### config.mk
export PLATFORM = sky130hd
export DESIGN_NAME = rca_slice_sequencer
export DESIGN_NICKNAME = d
export VERILOG_FILES = /design/src/rtl/rca_slice_sequencer.sv
export SDC_FILE = /design/constraint.sdc
export NUM_CORES = 2
export LEC_CHECK = 0
export CAP_MARGIN = 25
export CORE_MARGIN = 8
export CORE_UTILIZATION = 49
export DETAILED_ROUTE_END_ITERATION = 8
export MAX_ROUTING_LAYER = met4
export PLACE_DENSITY = 0.83
export SETUP_SLACK_MARGIN = 0.2
export SYNTH_ARGS = -nofsm -noshare
export SYNTH_HDL_FRONTEND = slang
export SYNTH_SLANG_ARGS = --single-unit
### constraint.sdc
create_clock -name i_clk -period 26.2 [get_ports i_clk]
set_input_delay 6.55 -clock i_clk [delete_from_list [all_inputs] [get_ports i_clk]]
set_output_delay 6.55 -clock i_clk [all_outputs]
set_load 0.05 [all_outputs]
### src/rtl/rca_slice_sequencer.sv
// Multi-cycle wide adder: one WIDTH-bit ripple-carry slice reused across SLICES
// operand words, least-significant first, with the carry registered between slices.

module full_adder (
    input  logic a,
    input  logic b,
    input  logic ci,
    output logic s,
    output logic co
);
    assign s  = a ^ b ^ ci;
    assign co = (a & b) | (ci & (a ^ b));
endmodule

module rca_slice_sequencer #(
    parameter int WIDTH  = 42,
    parameter int SLICES = 4
) (
    input  logic                      i_clk,
    input  logic                      i_rst,
    input  logic                      i_start,
    input  logic [WIDTH*SLICES-1:0]   i_op_a,
    input  logic [WIDTH*SLICES-1:0]   i_op_b,
    input  logic                      i_carry_in,
    output logic                      o_busy,
    output logic                      o_done,
    output logic [WIDTH*SLICES:0]     o_result
);
    localparam int N  = WIDTH * SLICES;
    localparam int CW = (SLICES > 1) ? $clog2(SLICES) : 1;
    localparam logic [CW-1:0] LAST = CW'(SLICES - 1);

    typedef enum logic [1:0] {IDLE, RUN, DONE} state_t;

    state_t          state, state_n;
    logic [N-1:0]    a_reg, b_reg, sum_reg, sum_merged;
    logic            carry_reg;
    logic [CW-1:0]   cnt;
    logic            last;

    logic [WIDTH-1:0] sl_a, sl_b, sl_s;
    logic [WIDTH:0]   c;

    assign last = (cnt == LAST);
    assign sl_a = a_reg[int'(cnt)*WIDTH +: WIDTH];
    assign sl_b = b_reg[int'(cnt)*WIDTH +: WIDTH];
    assign c[0] = carry_reg;

    full_adder u_fa [WIDTH-1:0] (
        .a  (sl_a),
        .b  (sl_b),
        .ci (c[WIDTH-1:0]),
        .s  (sl_s),
        .co (c[WIDTH:1])
    );

    // Final result needs the current slice merged in, not the stale sum_reg.
    always_comb begin
        sum_merged = sum_reg;
        sum_merged[int'(cnt)*WIDTH +: WIDTH] = sl_s;
    end

    always_comb begin
        state_n = state;
        unique case (state)
            IDLE:    if (i_start) state_n = RUN;
            RUN:     if (last)    state_n = DONE;
            DONE:                 state_n = IDLE;
            default:              state_n = IDLE;
        endcase
    end

    always_ff @(posedge i_clk or posedge i_rst) begin
        if (i_rst) begin
            state  <= IDLE;
            o_busy <= 1'b0;
            o_done <= 1'b0;
        end else begin
            state  <= state_n;
            o_busy <= (state_n != IDLE);
            o_done <= (state_n == DONE);
        end
    end

    always_ff @(posedge i_clk or posedge i_rst) begin
        if (i_rst) begin
            a_reg     <= '0;
            b_reg     <= '0;
            sum_reg   <= '0;
            carry_reg <= 1'b0;
            cnt       <= '0;
            o_result  <= '0;
        end else begin
            case (state)
                IDLE: if (i_start) begin
                    a_reg     <= i_op_a;
                    b_reg     <= i_op_b;
                    carry_reg <= i_carry_in;
                    cnt       <= '0;
                end
                RUN: begin
                    sum_reg   <= sum_merged;
                    carry_reg <= c[WIDTH];
                    if (last) o_result <= {c[WIDTH], sum_merged};
                    else      cnt      <= cnt + 1'b1;
                end
                default: ;
            endcase
        end
    end
endmodule

## Yosys cells after proc, flatten, opt, wreduce, memory -nomap -nowiden

Index checks and enable logic that the tools add are counted.

| storage, ports and cells | value |
|---|---|
| bits in registers | 680 |
| input bits | 340 |
| output and inout bits | 171 |

| cells by class | value |
|---|---|
| $add $sub $neg | 2 |
| multiply operators | 1 |
| equal/unequal tests | 5 |
| shift operators | 4 |
| multiplexer cells | 9 |
| bitwise operators | 210 |
| reduce and logical (&&, ||, !) cells | 7 |

Operator list:

| cell | number |
|---|---|
| $shiftx A168 B32 Y42 | 2 |
| $bwmux W168 | 1 |
| $shift A42 B33 Y168 const A | 1 |
| $shiftx A42 B33 Y168 | 1 |
| $and A1 B1 Y1 | 84 |
| $xor A1 B1 Y1 | 84 |
| $or A1 B1 Y1 | 42 |
| $neg A8 Y33 | 1 |
| $mux W2 | 4 |
| $pmux W2 S2 | 2 |
| $mul A2 B5 Y7 const B | 1 |
| $reduce_and A2 Y1 | 3 |
| $eq A2 B2 Y1 const B | 2 |
| $ne A2 B2 Y1 const B | 2 |
| $reduce_bool A2 Y1 | 2 |
| $reduce_and A3 Y1 | 1 |
| $add A2 B1 Y2 const B | 1 |
| $eq A2 B1 Y1 const B | 1 |
| $logic_not A2 Y1 | 1 |
| $pmux W1 S2 | 1 |
| $mux W1 | 1 |

## Longest topological paths before layout

| logic depth | value |
|---|---|
| word-level depth | 88 |
| mapped depth | 56 |
| gate-level depth less buffers | 52 |

## Cells and area by module

From an unflattened synthesis, not the netlist that was laid out.

| second synthesis, totals | value |
|---|---|
| cells, all modules | 2629 |
| area total of the unflattened synthesis | 32378.6 um2 |

Modules (own cells, without submodules):

| module | times used | cells an instance | area an instance (um2) |
|---|---|---|---|
| rca_slice_sequencer | 1 | 2587 | 31537.7 |
| full_adder | 42 | 1 | 20.0 |

## Worst setup path before layout

OpenSTA, ideal clock, no wires.

| path | value |
|---|---|
| path type | register to register |
| start point | reg cnt[0] |
| end point | reg o_result[83] |
| library setup time | 0.126 ns |
| arrival time | 20.751 ns |
| data required time | 26.074 ns |
| slack | 5.324 ns |
| cell stages (with the launch flop) | 56 |
| path buffers | 4 |
| cell sequence | dfrtp_1 > buf_4 > buf_6 > buf_2 > buf_4 > mux4_2 > inv_1 > fa_1 > fa_1 > fa_1 > fa_1 > fa_1 > fa_1 > fa_1 > fa_1 > fa_1 > fa_1 > fa_1 > [... 20 more ...] > fa_1 > fa_1 > fa_1 > fa_1 > fa_1 > fa_1 > inv_1 > fa_1 > fa_1 > fa_1 > inv_1 > fa_1 > inv_1 > fa_1 > mux4_2 > nor2b_1 > a221oi_1 > nor2_1 |

| on the way | value |
|---|---|
| cells in the longest elaborated chain, start to end | 88 |
| elaborated cells between the ends (all ways) | 216 |

Ends and longest elaborated chain:

| element | RTL line | source |
|---|---|---|
| start, declared | 38 | `logic [CW-1:0] cnt;` |
| start signal, assigned | 105 | `else cnt <= cnt + 1'b1;` |
| $mul A2 B5 Y7 | 45, 46, 60 |  |
| $shiftx A168 B32 Y42 (on tied branches) | 45, 46 |  |
| $xor A1 B1 Y1 | 11, 12 |  |
| $and A1 B1 Y1 | 12 | `assign co = (a & b) \| (ci & (a ^ b));` |
| $or A1 B1 Y1 | 12 |  |
| $and A1 B1 Y1 | 12 |  |
| $or A1 B1 Y1 | 12 |  |
| $and A1 B1 Y1 | 12 |  |
| [... 72 more ...] | n/a |  |
| $or A1 B1 Y1 | 12 |  |
| $and A1 B1 Y1 | 12 |  |
| $or A1 B1 Y1 | 12 |  |
| $and A1 B1 Y1 | 12 |  |
| $or A1 B1 Y1 | 12 |  |
| $xor A1 B1 Y1 | 11 | `assign s = a ^ b ^ ci;` |
| $shiftx A42 B33 Y168 | 60 | `sum_merged[int'(cnt)*WIDTH +: WIDTH] = sl_s;` |
| $bwmux W168 | 60 |  |
| end signal, assigned | 104 | `if (last) o_result <= {c[WIDTH], sum_merged};` |
| end, declared | 27 | `output logic [WIDTH*SLICES:0] o_result` |

Several ways; a longest one is shown, not always the timed one.
A chain may end at the register's enable or synchronous reset.

## Final worst setup path

Ends and elaborated chain as after synthesis.

==> impl_results.md <==
* Run status: complete, no violations
* Initial core utilization at 49.4%
* Crit Path Class: flop to flop
* CP max stage delay at 0.77 ns
* Critical Path Most Common Cell: fa_1
* Worst-Skew Late Latency at 0.62 ns
* Area of the core at 0.0643 mm2
* Vias in the first global route at 27200
* Detailed Place HPWL at 76900 um
* FF-to-FF Start: cnt[0]
* Root buf cell: clkbuf_16
* TritonRoute pass-1 iters at 7
* Tightest hold margin at 0.469 ns
* Worst setup path endpoint: o_result[83]
* Max reg flops at 169
* Final Max Slew Viols at 0
* #FFs+latches synth at 680
* Synth Instances at 3256
* Post-synthesis sequential area ratio at 53.5%
* Setup Buffers After CTS at 0
* YS warnings at 0
* Setup-failing EPs final at 0
* Post_cts resized at 0
* DRC at 0
* Std cell rows at 93
* GRT Util Overall at 29.8%
* Die H at 271 um
* Syn Area/Cell at 9.76 um2
* Fmax at 45.9 MHz
* Crit path capture type: flop
* Post-synthesis async set-or-reset flop share at 100%
* Initial drt markers at 3446
* Share of layout cells above drive strength 1 at 8.41%
* Post-Route WL at 109000 um
* H-tree levels at 3
* CTS tree: yes
* Clock sink total at 680
* Largest register by flop count: o_result
* Dpl ws at 4.33 ns
* Total CTS buffers at 71
* Slowest-stage cell, CP: dfrtp_4
* PnR worst setup slack at 4.40 ns
* Commonest cells after routing, fill and taps aside: nand2_1, dfrtp_1, clkdlybuf4s50_1
* Crit path from: cnt[0]
* Mapped Nets at 3644
* R2r endpoint: o_result[83]
* HP Class: flop to flop
* Antenna Nets Post-Route at 0
* Critical Path Start Type: flop
* Final min period at 21.80 ns
* Crit path max fanout at 38
* Post-synth EDFFs at 0
* Gr ovfl total at 0
* Reg2Reg Depth at 51
* Largest net degree at the start of global routing at 240
* Vias at 27100
* Filler Cell Count at 5025
* Routability congestion estimate at 0.964
* Max_cap viols at 0
* Setup Skew at 0.0276 ns
* TNS Setup at 0 ns
* Initial antenna violation count at 19
* Slew HR at 15.2%
* Die X at 271 um
* Routed WL per cell at 23.7 um
* Netlist cell types at 67
* Data required time of the critical path at 26.69 ns
* Hold Fails Final Rpt at 0
* Nets at 4043
* Io pins at 511
* Synth-to-Final Area Change at 25.5%
* PortBufs at 510
* DIE AREA at 0.0733 mm2
* Unrepaired setup endpoints after global routing: no
* Via/cell ratio at 5.90
* Post-Syn Area at 0.0318 mm2
* Clock-pin transition on the worst setup and hold timing paths at 0.06 ns
* Hold-fix buffers at CTS at 0
* Leading cell type in the layout, fill and taps excluded: nand2_1
* Critical Path AT at 22.28 ns
* Final period util at 83.2%
* First-pass GRT wire length at 165000 um
* Register-to-register setup slack at 4.40 ns
* Slew of the pin with the lowest slew margin at 1.27 ns
* Top_reg_cell synth: dfrtp_1
* Max clock buf depth at 3
cell type report:
| cell class | instances | area, um2 | share of cell area, % |
|---|---|---|---|
| flip-flops and latches | 680 | 17000 | 42.7 |
| diodes | 20 | 50.0 | 0.125 |
| inverters | 96 | 370 | 0.928 |
| clock buffers | 105 | 2140 | 5.36 |
| well taps | 855 | 1070 | 2.68 |
| clock inverters | 23 | 248 | 0.621 |
| repair buffers | 561 | 5570 | 14.0 |
| multi-input cells | 2245 | 13400 | 33.7 |
layer usage:
layer	GRT usage [%]	vias up	share of wire, %
met5	-	-	0
met4	15.5	0	6.3
met3	7.23	352	9.8
met2	46.4	1665	47
met1	36.1	13300	37
li1	-	11800	-
synthesized netlist by cell type (29+ instances only):
cell type,instances,area [um2]
inv_1,92,345
nor2_1,251,942
mux2i_1,50,500
a21o_1,29,218
a221oi_1,93,815
mux4_2,95,2140
o21ai_1,37,185
o21ai_0,107,536
dfrtp_1,680,17000
a22o_1,89,780
fa_1,42,841
nand2_1,1163,4370
clkbuf_1,156,586
a21oi_1,103,515
buf_2,46,230
through the flow:
step	instance area, um2	utilization, %	instances
final	39900	62.0	4585
after detailed placement	37400	58.1	4433
after CTS	39800	61.8	4561
after global placement	37300	58.0	4430
after global routing	39900	62.0	4585
after floorplan	31800	-	3256
worst min-delay path by stage:
stage	from	end	cells past startpoint
4_1_cts	b_reg[106]	b_reg[106]	2
6_report	b_reg[107]	b_reg[107]	2
3_3_place_gp	b_reg[101]	b_reg[101]	2
2_1_floorplan	a_reg[100]	a_reg[100]	2
3_5_place_dp	b_reg[106]	b_reg[106]	2
5_1_grt	a_reg[122]	a_reg[122]	2
worst max-delay path, delay by kind of cell (launching register included):
family                   cells  cell delay (ns)
flip-flops                   1             0.77
buffers and inverters        5             1.01
adder cells (fa/ha/maj)     41            18.30
AND/OR/NAND/NOR              2             0.29
AO/OA/AOI/OAI                1             0.42
multiplexers                 2             0.87
kinds of logic after synthesis:
kind of cell | share of synthesized area [%]
compound gates | 12.1
fa+ha+maj | 2.88
buf+inv | 4.41
flops | 53.5
mux | 9.08
simple gates | 18.0
Power is left out: the tool's default activity adds up to more than one toggle a clock period on the data nets, which glitch-free logic cannot reach.
